### src/rtl/ccff_loader_pkg.sv
// Shared types and default sizing for the configuration-chain loader.
package ccff_loader_pkg;

  typedef enum logic [1:0] {StIdle, StLoad, StShift, StDone} state_e;

  localparam int unsigned DEF_WORD_W    = 8;
  localparam int unsigned DEF_CHAIN_LEN = 36;
  // Bits of the final word actually shifted when the chain is not word-aligned (0 = aligned).
  localparam int unsigned LAST_BITS     = DEF_CHAIN_LEN % DEF_WORD_W;

endpackage

### src/rtl/ccff_rb_packer.sv
// Serial-to-word packer for bits leaving the chain tail; fills MSB-first.
module ccff_rb_packer #(
  parameter int unsigned WORD_W = 8
) (
  input  logic              prog_clk,
  input  logic              pReset,
  input  logic              clear,
  input  logic              push,
  input  logic              flush,
  input  logic              bit_in,
  output logic [WORD_W-1:0] rb_word,
  output logic              rb_valid
);

  localparam int unsigned FILL_W = $clog2(WORD_W + 1);

  logic [WORD_W-1:0] acc_q, acc_d, acc_next;
  logic [FILL_W-1:0] fill_q, fill_d, fill_next;
  logic [WORD_W-1:0] rb_word_q, rb_word_d;
  logic              rb_valid_q, rb_valid_d;

  always_ff @(posedge prog_clk or negedge pReset) begin
    if (!pReset) begin
      acc_q      <= '0;
      fill_q     <= '0;
      rb_word_q  <= '0;
      rb_valid_q <= 1'b0;
    end else begin
      acc_q      <= acc_d;
      fill_q     <= fill_d;
      rb_word_q  <= rb_word_d;
      rb_valid_q <= rb_valid_d;
    end
  end

  always_comb begin
    acc_d      = acc_q;
    fill_d     = fill_q;
    rb_word_d  = rb_word_q;
    rb_valid_d = 1'b0;
    acc_next   = acc_q | (WORD_W'(bit_in) << (FILL_W'(WORD_W - 1) - fill_q));
    fill_next  = fill_q + FILL_W'(1);
    if (clear) begin
      acc_d  = '0;
      fill_d = '0;
    end else if (push) begin
      // Unfilled low bits of a flushed partial word are still zero.
      if (flush || fill_next == FILL_W'(WORD_W)) begin
        rb_word_d  = acc_next;
        rb_valid_d = 1'b1;
        acc_d      = '0;
        fill_d     = '0;
      end else begin
        acc_d  = acc_next;
        fill_d = fill_next;
      end
    end
  end

  assign rb_word  = rb_word_q;
  assign rb_valid = rb_valid_q;

endmodule

### src/rtl/ccff_chain_loader.sv
// Serializes bitstream words MSB-first into a config chain, gating its clock and
// packing the displaced tail bits into readback words.
module ccff_chain_loader
  import ccff_loader_pkg::*;
#(
  parameter int unsigned WORD_W    = DEF_WORD_W,
  parameter int unsigned CHAIN_LEN = DEF_CHAIN_LEN,
  parameter int unsigned CNT_W     = $clog2(CHAIN_LEN + 1)
) (
  input  logic              prog_clk,
  input  logic              pReset,
  input  logic              start,
  input  logic              abort,
  input  logic [WORD_W-1:0] word_in,
  input  logic              word_valid,
  output logic              word_ready,
  output logic              ccff_head,
  output logic              chain_clk_en,
  input  logic              ccff_tail,
  output logic [WORD_W-1:0] rb_word,
  output logic              rb_valid,
  output logic              busy,
  output logic              done,
  output logic              err
);

  localparam int unsigned WB_W = $clog2(WORD_W + 1);

  state_e            state_q, state_d;
  logic [WORD_W-1:0] shift_q, shift_d;
  logic [CNT_W-1:0]  cnt_q, cnt_d;
  logic [WB_W-1:0]   wbit_q, wbit_d;
  logic              done_q, done_d;
  logic              err_q, err_d;
  logic              pk_push, pk_flush, pk_clear;

  always_ff @(posedge prog_clk or negedge pReset) begin
    if (!pReset) begin
      state_q <= StIdle;
      shift_q <= '0;
      cnt_q   <= '0;
      wbit_q  <= '0;
      done_q  <= 1'b0;
      err_q   <= 1'b0;
    end else begin
      state_q <= state_d;
      shift_q <= shift_d;
      cnt_q   <= cnt_d;
      wbit_q  <= wbit_d;
      done_q  <= done_d;
      err_q   <= err_d;
    end
  end

  always_comb begin
    state_d  = state_q;
    shift_d  = shift_q;
    cnt_d    = cnt_q;
    wbit_d   = wbit_q;
    done_d   = done_q;
    err_d    = err_q;
    pk_push  = 1'b0;
    pk_flush = 1'b0;
    pk_clear = 1'b0;
    unique case (state_q)
      StIdle, StDone: begin
        if (start) begin
          state_d  = StLoad;
          done_d   = 1'b0;
          err_d    = 1'b0;
          cnt_d    = '0;
          pk_clear = 1'b1;
        end
      end
      StLoad: begin
        if (abort) begin
          state_d  = StIdle;
          err_d    = 1'b1;
          done_d   = 1'b0;
          pk_clear = 1'b1;
        end else if (word_valid) begin
          shift_d = word_in;
          wbit_d  = '0;
          state_d = StShift;
        end
      end
      StShift: begin
        if (abort) begin
          state_d  = StIdle;
          err_d    = 1'b1;
          done_d   = 1'b0;
          pk_clear = 1'b1;
        end else begin
          shift_d = shift_q << 1;
          cnt_d   = cnt_q + CNT_W'(1);
          wbit_d  = wbit_q + WB_W'(1);
          pk_push = 1'b1;
          // Chain end wins over word end, so a partial last word drops its low bits.
          if (cnt_q == CNT_W'(CHAIN_LEN - 1)) begin
            state_d  = StDone;
            done_d   = 1'b1;
            pk_flush = 1'b1;
          end else if (wbit_q == WB_W'(WORD_W - 1)) begin
            state_d = StLoad;
          end
        end
      end
      default: state_d = StIdle;
    endcase
  end

  always_comb begin
    word_ready   = (state_q == StLoad);
    busy         = (state_q == StLoad) || (state_q == StShift);
    chain_clk_en = (state_q == StShift) && !abort;
    ccff_head    = (state_q == StShift) ? shift_q[WORD_W-1] : 1'b0;
    done         = done_q;
    err          = err_q;
  end

  ccff_rb_packer #(
    .WORD_W (WORD_W)
  ) u_rb_packer (
    .prog_clk (prog_clk),
    .pReset   (pReset),
    .clear    (pk_clear),
    .push     (pk_push),
    .flush    (pk_flush),
    .bit_in   (ccff_tail),
    .rb_word  (rb_word),
    .rb_valid (rb_valid)
  );

endmodule

### config.mk
export PLATFORM = sky130hd
export DESIGN_NAME = ccff_chain_loader
export DESIGN_NICKNAME = d
export VERILOG_FILES = /design/src/rtl/ccff_loader_pkg.sv /design/src/rtl/ccff_rb_packer.sv /design/src/rtl/ccff_chain_loader.sv
export SDC_FILE = /design/constraint.sdc
export NUM_CORES = 1
export LEC_CHECK = 0
export CAP_MARGIN = 0
export CORE_MARGIN = 10
export CORE_UTILIZATION = 49
export DETAILED_ROUTE_END_ITERATION = 6
export HOLD_SLACK_MARGIN = 0.15
export PLACE_DENSITY = 0.79
export SYNTH_ARGS = -nofsm -noshare
export SYNTH_HDL_FRONTEND = slang
export SYNTH_HIERARCHICAL = 1
export SYNTH_SLANG_ARGS = --single-unit
### constraint.sdc
create_clock -name prog_clk -period 2.16 [get_ports prog_clk]
set_clock_uncertainty 0.2 [all_clocks]
set_input_delay 0.432 -clock prog_clk [delete_from_list [all_inputs] [get_ports prog_clk]]
set_output_delay 0.432 -clock prog_clk [all_outputs]
set_load 0.1 [all_outputs]
After elaboration in Yosys (flattened, before gate mapping)
Index checks and enable logic that the tools add are counted.
- register bits: 43
- input port bits: 14
- output and inout port bits: 15
- word-level logic and storage cells: 91
- add/sub/neg operators: 4
- equality and inequality tests: 15
- shift operators: 1
- muxes and demuxes: 43
- bitwise gates (word level): 2
- reduce and logical (&&, ||, !) cells: 16
- operator list (operator ; number):
    two-way mux 8 bit ; 6
    two-way mux 4 bit ; 6
    two-way mux 1 bit ; 16
    one-hot mux 8 bit (2 select lines) ; 1
    two-way mux 2 bit ; 6
    two-way mux 6 bit ; 2
    one-hot mux 6 bit (2 select lines) ; 1
    AND reduction 3 bit ; 4
    != test 2 bit, second input constant ; 5
    adder 4 x 1 -> 4 bit, second input constant ; 2
    OR 8 bit ; 1
    one-hot mux 4 bit (2 select lines) ; 1
    left shift 1 x 4 -> 8 bit ; 1
    adder 6 x 1 -> 6 bit, second input constant ; 1
    equality test 6 bit, second input constant ; 1
    != test 3 bit, second input constant ; 2
    one-hot mux 2 bit (3 select lines) ; 1
    nonzero test 2 bit ; 3
    equality test 2 bit, second input constant ; 2
    equality test 4 x 3 -> 1 bit, second input constant ; 1
    equality test 4 bit, second input constant ; 1
    != test 4 bit, second input constant ; 1
    one-hot mux 1 bit (2 select lines) ; 2
    AND reduction 4 bit ; 1
    11 further kinds ; 13

Longest topological paths before layout
Gate-level depths: netlist of run 1.
- word-level depth: 8
- depth in mapped cells: 8
- depth with buffers taken out: 7

Hierarchy
The synthesis of run 1 kept the hierarchy.
- by module, submodules not included (module ; times used ; cells each ; area an instance (sq um) ; seq. area each (sq um)):
    ccff_chain_loader ; 1 ; 123 ; 1238.7 ; 550.5
    ccff_rb_packer ; 1 ; 96 ; 1013.5 ; 525.5

Least setup slack after synthesis of run 1
No wires, ideal clock.
- path kind: flip-flop to flip-flop
- start point: reg state_q[1]
- end point: reg wbit_q[2]
- setup time: 0.121 ns
- data arrival time: 2.139 ns
- data required time: 1.839 ns
- path slack: -0.300 ns
- stages on the path, launching flop included: 7
- path buffers: 1
- period minus slack after synthesis: 2.460 ns
- path through: dfrtp_1 -> inv_1 -> ha_1 -> nor2_1 -> or3_4 -> buf_6 -> a22o_1
- word-level cells in the longest chain between the ends: 3
- elaborated cells on any way between the ends: 8
- classes of those cells: 5 x eq/ne; 1 x mux; 2 x reduce/logical
- ends and longest elaborated chain (element ; line ; RTL):
    start: declaration ; ccff_chain_loader.sv:29 ; state_e state_q, state_d;
    start signal: assignment ; ccff_chain_loader.sv:39 ; state_q <= StIdle;
    start signal: assignment ; ccff_chain_loader.sv:46 ; state_q <= state_d;
    equality test 2 x 1 -> 1 bit (*) ; n/a ;
    named net word_ready ; ccff_chain_loader.sv:16 ; output logic word_ready,
    != test 2 bit (no line) / nonzero test 2 bit (equally long branches) ; n/a ;
    AND reduction 4 bit (no line) ; n/a ;
    end signal: assignment ; ccff_chain_loader.sv:49 ; wbit_q <= wbit_d;
    end: declaration ; ccff_chain_loader.sv:32 ; logic [WB_W-1:0] wbit_q, wbit_d;
Mark *: on every way through the listed nets, which the timed path passes. The rest lies on a longest branch.
A chain may end at the register's enable or synchronous reset.

Worst setup path after layout of run 1
- start point: reg state_q[0]
- end point: reg u_rb_packer.rb_word_q[1] (netlist: u_rb_packer/rb_word[1])
- elaborated cells on any way between the ends: 12
- classes of those cells: 3 x eq/ne; 3 x mux; 1 x bitwise; 5 x reduce/logical
- RTL lines (element ; line ; RTL):
    equality test 2 bit ; ccff_chain_loader.sv:65 ; unique case (state_q)
    two-way mux 1 bit ; ccff_chain_loader.sv:65 ;
    named net pk_flush ; ccff_chain_loader.sv:35 ; logic pk_push, pk_flush, pk_clear;
    logical OR 1 bit ; ccff_rb_packer.sv:48 ; if (flush || fill_next == FILL_W'(WORD_W)) begin
    AND reduction 3 bit (no line) ; n/a ;
    end signal: assignment ; ccff_rb_packer.sv:31 ; rb_word_q <= rb_word_d;
    end: declaration ; ccff_rb_packer.sv:19 ; logic [WORD_W-1:0] rb_word_q, rb_word_d;
The timed path passes the listed nets, and every way through them passes these cells.

==> results of run 1 <==
[per-stage QoR]
| step | TNS [ps] | cell area (um^2) | power, mW |
|---|---|---|---|
| finish | 0 | 2900 | 2.99 |
| global route | -76.5 | 2900 | 3.16 |
| CTS | 0 | 2820 | 2.93 |
| detailed placement | -3280 | 2720 | 2.41 |
| global placement | -2880 | 2720 | 2.39 |
| floorplan | -559 | 2260 | 1.94 |
[layout make-up]
type                            count  area [um^2]  area share, %
Tap cell                           52         65.1           2.24
Sequential cell                    43         1080           37.1
Timing Repair Buffer               47          508           17.5
Multi-Input combinational cell    152         1110           38.4
Inverter                           14         52.6           1.81
Clock inverter                      2         12.5          0.431
Clock buffer                        6         72.6           2.50
[flip-flops by register name, summed over array words and instances, names as in the netlist, 2 cells and up]
register and count:
state_q 2, cnt_q 6, u_rb_packer/rb_word 8, shift_q 8, u_rb_packer/fill_q 4, wbit_q 4
u_rb_packer/acc_q 8
[synth_stat cells (5+ instances only)]
cell type,count
dfrtp_1,43
nand2_1,26
inv_1,14
mux2i_1,14
o21ai_0,14
a21oi_1,12
nor2_1,10
nand2b_1,8
a22o_1,6
a211oi_1,5
buf_2,5
ha_1,5
[worst paths after layout]
| path | start | to | slack, ps |
|---|---|---|---|
| worst max-delay path | state_q[0] | u_rb_packer/rb_word[1] | 50 |
| worst min-delay path | shift_q[6] | shift_q[6] | 280 |
| worst max register to register | state_q[0] | u_rb_packer/rb_word[1] | 50 |
| worst min register to register | shift_q[6] | shift_q[6] | 280 |
| max in group asynchronous | pReset | err | 840 |
| min in group asynchronous | pReset | u_rb_packer/rb_word[1] | 440 |
[what timing repair did]
| action | CTS | global route |
|---|---|---|
| cloned | 0 | 1 |
| gates resized for setup | 1 | 9 |
| hold endpoints to repair | 21 | 0 |
| endpoints found under the setup margin | 1 | 16 |
| pin swaps | 0 | 2 |
| hold buffers | 1 | 0 |
| setup buffers | 0 | 1 |
[power by group]
part | internal [mW] | switching (mW)
registers | 0.928 | 0.0922
clock network | 0.226 | 0.279
logic | 0.612 | 0.850
total | 1.77 | 1.22
[metal layers]
| layer | GRT usage [%] | vias to the layer above | wire [um] |
|---|---|---|---|
| met3 | 3.81 | 6 | 252 |
| met5 | 0 | - | 0 |
| met4 | 3.62 | 0 | 42 |
| li1 | - | 852 | - |
| met1 | 16.3 | 810 | 2210 |
| met2 | 20.2 | 37 | 2280 |
[worst reg2reg max path, stage by stage (launching register included)]
cell     delay, ps
dfrtp_1        390
inv_1          110
ha_4           190
and2b_4        190
and3_4         220
inv_2           50
a211o_4        350
mux2_4         300
[cell families after synthesis]
kind of cell	synth area share, %
adders and majority gates	2.78
AOI/OAI and AO/OA	15.5
and+or+nand+nor	17.3
xor gates and xnor gates	1.17
muxes	10.4
buffers and inverters	5.11
DFF	47.8
==> out/results.tsv, run 1 <==
metric	value	unit
layout-drive-gt1-share	25.8	%
clk_latency	290	ps
die-area	0.00771	mm^2
grt_max_degree	23	
crit_fanout	4	
drcViolationCount	0	
worstSetupEndpointType	register	
dpl.hpwl	3420	um
period_needed	2110	ps
cts_buffers	5	
synth_top_area_share	47.8	%
maxSlewHeadroom	65.5	%
hold_path_class	register to register	
synthFlopType	dfrtp_1	
rows	24	
synth-seq-area-share	47.8	%
critPathBufInv	2	
arrival	2090	ps
setup_viol	0	
reg2reg_depth	7	
placedCellCount	305	
grt_overflow	0	
final_cells	316	
worst_slack	49.6	ps
fin_hold_ws	285	ps
power_density	1030	mW/mm^2
ys_warn_count	6	
cts_htree_levels	2	
totalWireLength	4790	um
hold_viol	0	
max_stage_delay	390	ps
cap_violations	0	
drt_iter0_markers	108	
final_nets	282	
viasPerCell	5.40	
min_period_over_period	97.7	%
cts.sinks	43	
yosys.area.top_type	dfrtp_1	
start_kind	register	
final_cell_mix	dfrtp_1 (43), nand2_1 (25), buf_4 (22)	
fp.dieW	87.8	um
synth_seq_cells	43	
crit_family	simple AND/OR/NAND/NOR gates	
dr.pass1.iters	4	
final_max_slew_viol_count	0	
cts_tree	done	
tightest_slew	518	ps
antennaDiodeCount	0	
yosysUniqueCellTypes	50	
fill_cells	338	
port_buffers	28	
grt_pass1_wl	8010	um
io_pins	29	
synth_edf_count	0	
cp.depth	7	
clk_pin_slew_worst_paths	80	ps
power.leakage	1.37	nW
synth_area_leaders	dfrtp_1 (48%), mux2i_1 (6.2%), nand2_1 (4.3%)	
num_vias	1705	
slowest_stage	dfrtp_1	
syn-num-nets	238	
hold_path_depth	2	
start_util	51.0	%
dpl_worst_slack	-218	ps
fin_util	65.7	%
wl_per_cell	15.2	um
fmax	474	MHz
synthesis.area	0.00225	mm^2
antenna_left	0	
ctsRootBufferMaster	clkbuf_8	
grt_antenna_before_repair	0	
crit_type	register to register	
grt_pass1_vias	1727	
core_area	0.00441	mm^2
path_cells	inv_1, ha_4, and2b_4, and3_4, inv_2, a211o_4, mux2_4	
syn_inst	219	
gp_congestion	0.777	
status	finished, final reports clean	
die_height	87.8	um
syn_to_final_growth	28.8	%
clockBufferDepth	2	
worstPathRequired	2140	ps
async_flop_share	100	%
syn_avg_cell_area	10.3	um^2
grtUsageTotal	12.7	%
peakVddDrop	1790	uV
final_common_cell	dfrtp_1	
Note: power is estimated with default switching activity, not from simulation.
==> run 2, diff against run 1 <==
- CAP_MARGIN: 0 -> default
==> results of run 2 <==
Same layout as run 1: the final DEF is identical, and so are final timing and power.
==> run 3, diff against run 2 <==
- CTS_CLUSTER_DIAMETER: default -> 100
- REMOVE_ABC_BUFFERS: default -> 1
==> out/results.tsv, run 3 (synthesis gave the netlist of run 1 again) <==
metric	value	unit	change
reg2reg_depth	6		-1
grt_pass1_vias	1834		+6.2%
worstPathRequired	1530	ps	-610 ps
fp.dieW	87.8	um	unchanged
hold_path_class	register to register		
core_area	0.00441	mm^2	unchanged
clockBufferDepth	2		unchanged
die-area	0.00771	mm^2	unchanged
power.leakage	1.42	nW	+3.8%
cts_htree_levels	2		unchanged
fmax	477	MHz	+0.75%
viasPerCell	5.47		+1.4%
crit_fanout	6		+2
arrival	1460	ps	-630 ps
dpl.hpwl	3560	um	+4.0%
start_kind	register		
final_cell_mix	dfrtp_1 (42), buf_4 (29), nand2_1 (25)		
port_buffers	28		unchanged
tightest_slew	441	ps	-76.7 ps
num_vias	1767		+3.6%
cts.sinks	43		unchanged
period_needed	2090	ps	-15.6 ps
drt_iter0_markers	121		+12%
cts_buffers	5		unchanged
dpl_worst_slack	-239	ps	-21.0 ps
min_period_over_period	97.0	%	-0.72 points
worstSetupEndpointType	output pin		
drcViolationCount	0		unchanged
timing.reg2reg.setup_slack	110	ps	+60 ps
grt_max_degree	22		-4.3%
grt_overflow	0		unchanged
layout-drive-gt1-share	27.7	%	+1.9 points
peakVddDrop	778	uV	-56%
hold_path_depth	2		unchanged
ctsRootBufferMaster	clkbuf_8		
antennaDiodeCount	0		unchanged
hold_end	shift_q[3]		
grt_pass1_wl	8560	um	+6.9%
maxSlewHeadroom	70.3	%	+4.8 points
dr.pass1.iters	4		unchanged
r2r_start	cnt_q[3]		
status	finished, final reports clean		
syn_to_final_growth	31.4	%	
hp-start	shift_q[3]		
power_density	1050	mW/mm^2	+1.5%
fill_cells	334		-1.2%
crit_type	register to output pin		
timing.rr.end	u_rb_packer/rb_word[5]		
worst_slack	65.2	ps	+15.6 ps
gp_congestion	0.832		+7.1%
clk_pin_slew_worst_paths	90	ps	about the same
antenna_left	0		unchanged
start_util	51.0	%	unchanged
grtUsageTotal	13.7	%	+0.98 points
grt_antenna_before_repair	0		unchanged
hold_viol	0		unchanged
final_common_cell	dfrtp_1		
final_max_slew_viol_count	0		unchanged
cap_violations	0		unchanged
setup_viol	0		unchanged
finalSetupTns	0	ps	unchanged
fin_util	67.1	%	+1.3 points
rows	24		unchanged
cts_tree	done		
io_pins	29		unchanged
wl_per_cell	15.6	um	+2.7%
die_height	87.8	um	unchanged
clk_latency	300	ps	about the same
final_nets	289		+2.5%
totalWireLength	5030	um	+5.0%
## run 3: cell count changes in the layout (fill, tap and decap cells not counted), sizes merged
cell and change:
bufinv +1, clkinvlp -1, clkdlybuf4s50 -1, dlygate4sd2 +1, clkinv +1, clkbuf -2
buf +8
## run 3: per-stage QoR
| stage | cell area (um^2) | power, mW | std cells | hold WS, ps |
|---|---|---|---|---|
| after floorplan | 2190 | 1.88 | 209 | -63.6 |
| after global placement | 2770 | 2.39 | 311 | 152 |
| after detailed placement | 2770 | 2.42 | 311 | 157 |
| after CTS | 2900 | 3.08 | 320 | 289 |
| after global routing | 2960 | 3.25 | 323 | 316 |
| final | 2960 | 3.09 | 323 | 288 |
## run 3: what timing repair did
action / 4_1_cts / 5_1_grt
resized for setup: 6 / 7
buffers inserted: 0 / 4
hold buffers: 1 / 0
setup endpoints to repair: 3 / 13
endpoints found under the hold margin: 14 / 0
pin swaps: 0 / 2
## run 3: how the worst max path moves through the flow
stage | startpoint | depth (start not counted) | endpoint | slack [ps]
after global routing | cnt_q[1] | 7 | u_rb_packer/rb_word[5] | -10
after detailed placement | abort | 7 | u_rb_packer/acc_q[5] | -240
final | state_q[1] | 4 | busy | 70
after global placement | abort | 7 | u_rb_packer/acc_q[5] | -190
after floorplan | state_q[0] | 7 | u_rb_packer/rb_word[0] | -760
after CTS | state_q[0] | 6 | chain_clk_en | 5
## run 3: metal layers
| layer | global-route usage (%) | vias up | part of all wire (%) |
|---|---|---|---|
| met5 | 0 | - | 0 |
| met4 | 4.49 | 0 | 1.1 |
| met3 | 4.27 | 6 | 3.7 |
| met2 | 23.3 | 24 | 52 |
| met1 | 15.9 | 864 | 44 |
| li1 | - | 873 | - |
## run 3: layout make-up
class,count,area (um^2),area share (%)
multi-input cells,152,1100,37.1
repair buffers,54,554,18.7
well taps,52,65.1,2.20
flip-flops and latches,43,1080,36.4
clock inverters,3,43.8,1.48
clock buffers,5,68.8,2.32
inverters,14,52.6,1.78
## run 3: power breakdown
group	internal [mW]	switching, mW	total (mW)
sequential	0.929	0.0922	1.02
combinational	0.588	0.861	1.45
clock	0.344	0.280	0.624
total	1.86	1.23	3.09
## run 3: worst max-delay path: stages (launching register included)
cell	delay (ps)
dfrtp_2	450
ha_4	250
buf_4	150
inv_1	130
buf_12	190
